$ cat src/rtl/s27_bist_ctrl.sv
// s27_bist_ctrl
//   Built-in self-test sequencer for the s27 sequential core (CUT).
//   A run holds the CUT in synchronous reset, then drives PAT_COUNT
//   pseudo-random patterns from an 8-bit LFSR onto the CUT inputs. The G17
//   response is folded into a 16-bit MISR. The final signature is compared
//   with a golden value, so an altered core is flagged by pass=0.
//
// Parameters
//   PAT_COUNT   patterns per run, 1..65535
//   RST_CYCLES  cycles the CUT reset is held before the patterns, 1..255
//   LFSR_SEED   pattern LFSR seed; an all-zero seed is replaced by 8'h01
//
// Ports
//   CK          in   clock; all state changes on the rising edge
//   reset       in   asynchronous, active-low controller reset
//   start       in   begin a run; honoured only in IDLE or DONE
//   abort       in   cancel a run in progress; wins over start
//   golden_sig  in   expected signature, sampled in COMPARE
//   cut_out     in   CUT G17 response
//   cut_in      out  CUT inputs {G3,G2,G1,G0}
//   cut_reset   out  CUT synchronous reset, active high
//   busy        out  high in RST_CUT, RUN and COMPARE
//   done        out  high in DONE
//   pass        out  signature matched golden_sig; valid while done=1
//   signature   out  current MISR value
module s27_bist_ctrl #(
  parameter int unsigned PAT_COUNT  = 200,
  parameter int unsigned RST_CYCLES = 2,
  parameter logic [7:0]  LFSR_SEED  = 8'hA5
) (
  input  logic        CK,
  input  logic        reset,
  input  logic        start,
  input  logic        abort,
  input  logic [15:0] golden_sig,
  input  logic        cut_out,
  output logic [3:0]  cut_in,
  output logic        cut_reset,
  output logic        busy,
  output logic        done,
  output logic        pass,
  output logic [15:0] signature
);

  // An all-zero LFSR would lock up, so a zero seed is replaced.
  localparam logic [7:0]  SEED     = (LFSR_SEED == 8'h00) ? 8'h01 : LFSR_SEED;
  localparam logic [15:0] PAT_LAST = 16'(PAT_COUNT - 1);
  localparam logic [7:0]  RST_LAST = 8'(RST_CYCLES - 1);

  typedef enum logic [2:0] {
    IDLE    = 3'd0,
    RST_CUT = 3'd1,
    RUN     = 3'd2,
    COMPARE = 3'd3,
    DONE    = 3'd4
  } state_t;

  // Maximal-length LFSR, taps 8,6,5,4.
  function automatic logic [7:0] lfsr_next(input logic [7:0] v);
    return {v[6:0], v[7] ^ v[5] ^ v[4] ^ v[3]};
  endfunction

  // Single-input MISR step, taps 16,14,13,11, response injected at bit 0.
  function automatic logic [15:0] misr_next(input logic [15:0] s, input logic d);
    return {s[14:0], s[15] ^ s[13] ^ s[12] ^ s[10] ^ d};
  endfunction

  state_t      state;
  logic [7:0]  lfsr;
  logic [7:0]  lfsr_nxt;
  logic [7:0]  rst_cnt;
  logic [15:0] pat_cnt;
  logic        in_run;

  assign lfsr_nxt = lfsr_next(lfsr);
  assign in_run   = (state == RST_CUT) || (state == RUN) || (state == COMPARE);

  // Sequencer: state, LFSR, MISR, counters and all registered outputs.
  always_ff @(posedge CK or negedge reset) begin
    if (!reset) begin
      state     <= IDLE;
      lfsr      <= SEED;
      rst_cnt   <= 8'd0;
      pat_cnt   <= 16'd0;
      cut_in    <= 4'd0;
      cut_reset <= 1'b0;
      busy      <= 1'b0;
      done      <= 1'b0;
      pass      <= 1'b0;
      signature <= 16'd0;
    end else if (abort && in_run) begin
      // Abort drops everything except the partial signature.
      state     <= IDLE;
      cut_in    <= 4'd0;
      cut_reset <= 1'b0;
      busy      <= 1'b0;
      done      <= 1'b0;
      pass      <= 1'b0;
    end else begin
      case (state)
        IDLE, DONE: begin
          if (start && !abort) begin
            state     <= RST_CUT;
            lfsr      <= SEED;
            signature <= 16'd0;
            rst_cnt   <= 8'd0;
            pat_cnt   <= 16'd0;
            cut_in    <= 4'd0;
            cut_reset <= 1'b1;
            busy      <= 1'b1;
            done      <= 1'b0;
            pass      <= 1'b0;
          end else begin
            state <= state;
          end
        end
        RST_CUT: begin
          if (rst_cnt == RST_LAST) begin
            // The first pattern goes out together with the reset release.
            state     <= RUN;
            cut_reset <= 1'b0;
            cut_in    <= lfsr[3:0];
          end else begin
            rst_cnt <= rst_cnt + 8'd1;
          end
        end
        RUN: begin
          // cut_out belongs to the pattern currently on cut_in.
          lfsr      <= lfsr_nxt;
          signature <= misr_next(signature, cut_out);
          if (pat_cnt == PAT_LAST) begin
            state  <= COMPARE;
            cut_in <= 4'd0;
          end else begin
            pat_cnt <= pat_cnt + 16'd1;
            cut_in  <= lfsr_nxt[3:0];
          end
        end
        COMPARE: begin
          state <= DONE;
          pass  <= (signature == golden_sig);
          done  <= 1'b1;
          busy  <= 1'b0;
        end
        default: begin
          state     <= IDLE;
          cut_in    <= 4'd0;
          cut_reset <= 1'b0;
          busy      <= 1'b0;
          done      <= 1'b0;
          pass      <= 1'b0;
        end
      endcase
    end
  end

endmodule

$ cat config.mk
export PLATFORM = sky130hd
export DESIGN_NAME = s27_bist_ctrl
export DESIGN_NICKNAME = d
export VERILOG_FILES = /design/src/rtl/s27_bist_ctrl.sv
export SDC_FILE = /design/constraint.sdc
export NUM_CORES = 1
export LEC_CHECK = 0
export BUFFER_PORTS_ARGS = -buffer_cell sky130_fd_sc_hd__buf_2
export CAP_MARGIN = 20
export CELL_PAD_IN_SITES_DETAIL_PLACEMENT = 1
export CELL_PAD_IN_SITES_GLOBAL_PLACEMENT = 1
export CORE_ASPECT_RATIO = 1.4
export CORE_MARGIN = 1.5
export CORE_UTILIZATION = 45
export DETAILED_ROUTE_END_ITERATION = 10
export PLACE_DENSITY = 0.85
export SETUP_SLACK_MARGIN = 0.05
export SLEW_MARGIN = 20
export SYNTH_ARGS = -nofsm -noshare
export SYNTH_HDL_FRONTEND = slang
export SYNTH_SLANG_ARGS = --single-unit
$ cat constraint.sdc
create_clock -name CK -period 2.21 [get_ports CK]
set_input_delay 0.442 -clock CK [delete_from_list [all_inputs] [get_ports CK]]
set_output_delay 0.442 -clock CK [all_outputs]
set_load 0.03 [all_outputs]
==> impl_metrics.csv <==
group,metric,value,unit
die,initial_core_util,46.3,%
timing,finalCriticalPeriod,2010,ps
die,core,6570,um^2
power_and_ir_drop,ir_drop,0.503,mV
run_status,status,"finished, final reports clean",
final_layout,drive_above_1_share,23.8,%
clocking,cts_hold_buf,0,
setup_path,critPathKind,"flip-flop to flip-flop",
logic_synthesis,yosysTopAreaCell,"dfrtp_1",
timing,timing_hold_violations_final,0,
detailed_routing,drtPass1Iterations,4,
logic_synthesis,synth.distinct_cells,52,
detailed_routing,ant_nets,0,
place,gp_congestion,0.842,
logic_synthesis,synth_area_leaders,"dfrtp_1 45%, xnor2_1 6.3%, a22o_1 5.8%",
setup_path,critPathRequiredTime,2490,ps
run,cap_violations,0,
timing,max_freq,0.498,GHz
global_route,gr-total-overflow,0,
timing,slew-limit-headroom,67.7,%
clocking,clock-root-buffer,"clkbuf_8",
setup_path,crit_path_start_kind,"flip-flop",
final_layout,fin_nets,355,
detailed_routing,post_drt_wl_per_cell,17.8,um
setup_path,arrival,2280,ps
power_and_ir_drop,power_density,910,nW/um^2
logic_synthesis,avgSynthCellArea,10.7,um^2
logic_synthesis,synthCells,283,
place,port_buffers,44,
clocking,cts_tree,"yes",
detailed_routing,viasPerCell,6.02,
timing,slew_violations,0,
global_route,grt_pass1_vias,2623,
logic_synthesis,synth_area,3040,um^2
global_route,grt_max_degree,60,
die,dieArea,7270,um^2
logic_synthesis,synth_nets,307,
timing,setup_viol,0,
timing,worst_hold_slack,77.5,ps
clocking,cts_sinks,59,
global_route,grt_pass1_wl,12.6,mm
setup_path,path_max_fanout,8,
logic_synthesis,yosysMostFrequentCell,"dfrtp_1",
final_layout,area_delta_synth_final,16.7,%
die,fp.dieH,100,um
die,rows,35,
logic_synthesis,ys.flop_type,"dfrtp_1",
detailed_routing,num_vias,2469,
power_and_ir_drop,leakagePower,0.00165,uW
clocking,cts_made_buffers,9,
setup_path,cp-end-kind,"flip-flop",
timing,finalClockSkew,7.19,ps
detailed_routing,drt_iter0_drc,69,
logic_synthesis,async_flop_share,100,%
timing,worst_pin_slew,483,ps
timing,finalSetupTns,0,ps
final_layout,insertedDiodeCount,0,
logic_synthesis,seq_area_frac_synth,48.7,%
logic_synthesis,synth_edf_count,0,
timing,grt_setup_unrepaired,"no",
clocking,cts-htree-levels,3,
clocking,path_clk_slew,70,ps
place,pre_cts_ws,131,ps
logic_synthesis,synth_top_area_share,45.3,%
clocking,clock_latency,350,ps
detailed_routing,drc,0,
timing,finalCritPeriodShare,90.8,%
timing,setup_slack,203,ps
logic_synthesis,yosys_warnings,0,
logic_synthesis,synth_seq_cells,59,
die,ios,45,
detailed_routing,drt_wl_total,7.28,mm
clocking,cts_resized,0,
logic_synthesis,synthTopCellsByCount,"55 x dfrtp_1, 22 x xnor2_1, 20 x a22o_1",
clocking,postCtsSetupBuffers,0,
clocking,clk_path_buf_depth,2,
global_route,grt_usage,22.5,%
die,die_w,72.5,um
min_path,hp-class,"primary input to asynchronous set/reset pin",
global_route,antenna_found_initial,0,
place,hpwl,5.33,mm
state kept, by name, indices dropped and copies added, names as in the netlist:
signal     flops
pass           1
signature     16
lfsr           8
state          3
rst_cnt        8
busy           1
pat_cnt       16
cut_reset      1
done           1
cut_in         4
cell families after synthesis:
logic type      synth area share [%]
simple gates                    17.1
compound gates                  20.5
flops                           48.7
xor+xnor                        9.22
buf+inv                         2.63
fa+ha+maj                       1.23
mux                            0.658
through the flow:
stage,instance area (um^2),util [%],power (uW),cells
2_1_floorplan,3040,-,2060,283
3_3_place_gp,3370,51.3,2320,394
3_5_place_dp,3370,51.3,2360,394
4_1_cts,3550,54.0,3260,410
5_1_grt,3550,54.0,3430,410
6_report,3550,54.0,3230,410
final cells by class:
class / count / area (um^2)
clock inverter: 7 / 55.1
tap: 74 / 92.6
fill: 736 / 3020
sequential: 59 / 1480
inverter: 2 / 7.51
multi-input combinational: 206 / 1490
timing repair buffer: 53 / 300
clock buffer: 9 / 124
path summary, 6_finish.rpt:
kind,from,to,slack (ps),cells past startpoint
min reg2reg,lfsr[7]$_DFFE_PN1P_,lfsr[7]$_DFFE_PN1P_,480,2
max reg2reg,state[1]$_DFFE_PN0P_,rst_cnt[7]$_DFFE_PN0P_,200,4
min in group CK,lfsr[7]$_DFFE_PN1P_,lfsr[7]$_DFFE_PN1P_,480,2
min,reset,rst_cnt[1]$_DFFE_PN0P_,80,2
max in group asynchronous,reset,lfsr[5]$_DFFE_PN1P_,1810,2
max,state[1]$_DFFE_PN0P_,rst_cnt[7]$_DFFE_PN0P_,200,4
layer usage:
metal	vias to the layer above	wire length, um	GRT usage [%]
met3	15	295	6.43
met4	0	149	9.00
li1	1161	-	-
met2	54	3810	37.8
met1	1239	3020	27.0
met5	-	0	0
cells in the final DEF (no fill, tap or decap), types with 3 or more instances in the layout:
master and instances:
dfrtp_1 54, buf_2 44, xnor2_1 22, a22o_1 20
nand2_1 17, nor2_1 16, o21ai_0 14, a21oi_1 12
xor2_1 10, nand4_1 9, clkbuf_8 9, buf_4 8
or3_1 7, nand3_1 6, nor3_1 4, o2bb2ai_1 4
a21o_1 4, clkinv_4 4, dfstp_2 4, nor4b_4 3
o31ai_1 3, or4_1 3, and3_1 3, and4_1 3
or4b_1 3, o211ai_1 3, nor2b_1 3, nor4_1 3
nand2b_1 3, o2111ai_1 3, a32oi_1 3, ha_1 3
worst max-delay path: stages (launching register included):
cell and delay (ps):
dfrtp_1 510, nor4b_4 440, nand4_1 270, or4_1 560
a21oi_1 160
power by group:
| part | total, uW | switching, uW | leakage, uW | internal, uW |
|---|---|---|---|---|
| logic | 895 | 532 | 0.000769 | 363 |
| registers | 1450 | 188 | 0.000799 | 1260 |
| clock network | 891 | 480 | 0.0000854 | 410 |
| total | 3230 | 1200 | 0.00165 | 2030 |
(Power assumes the default switching activity.)
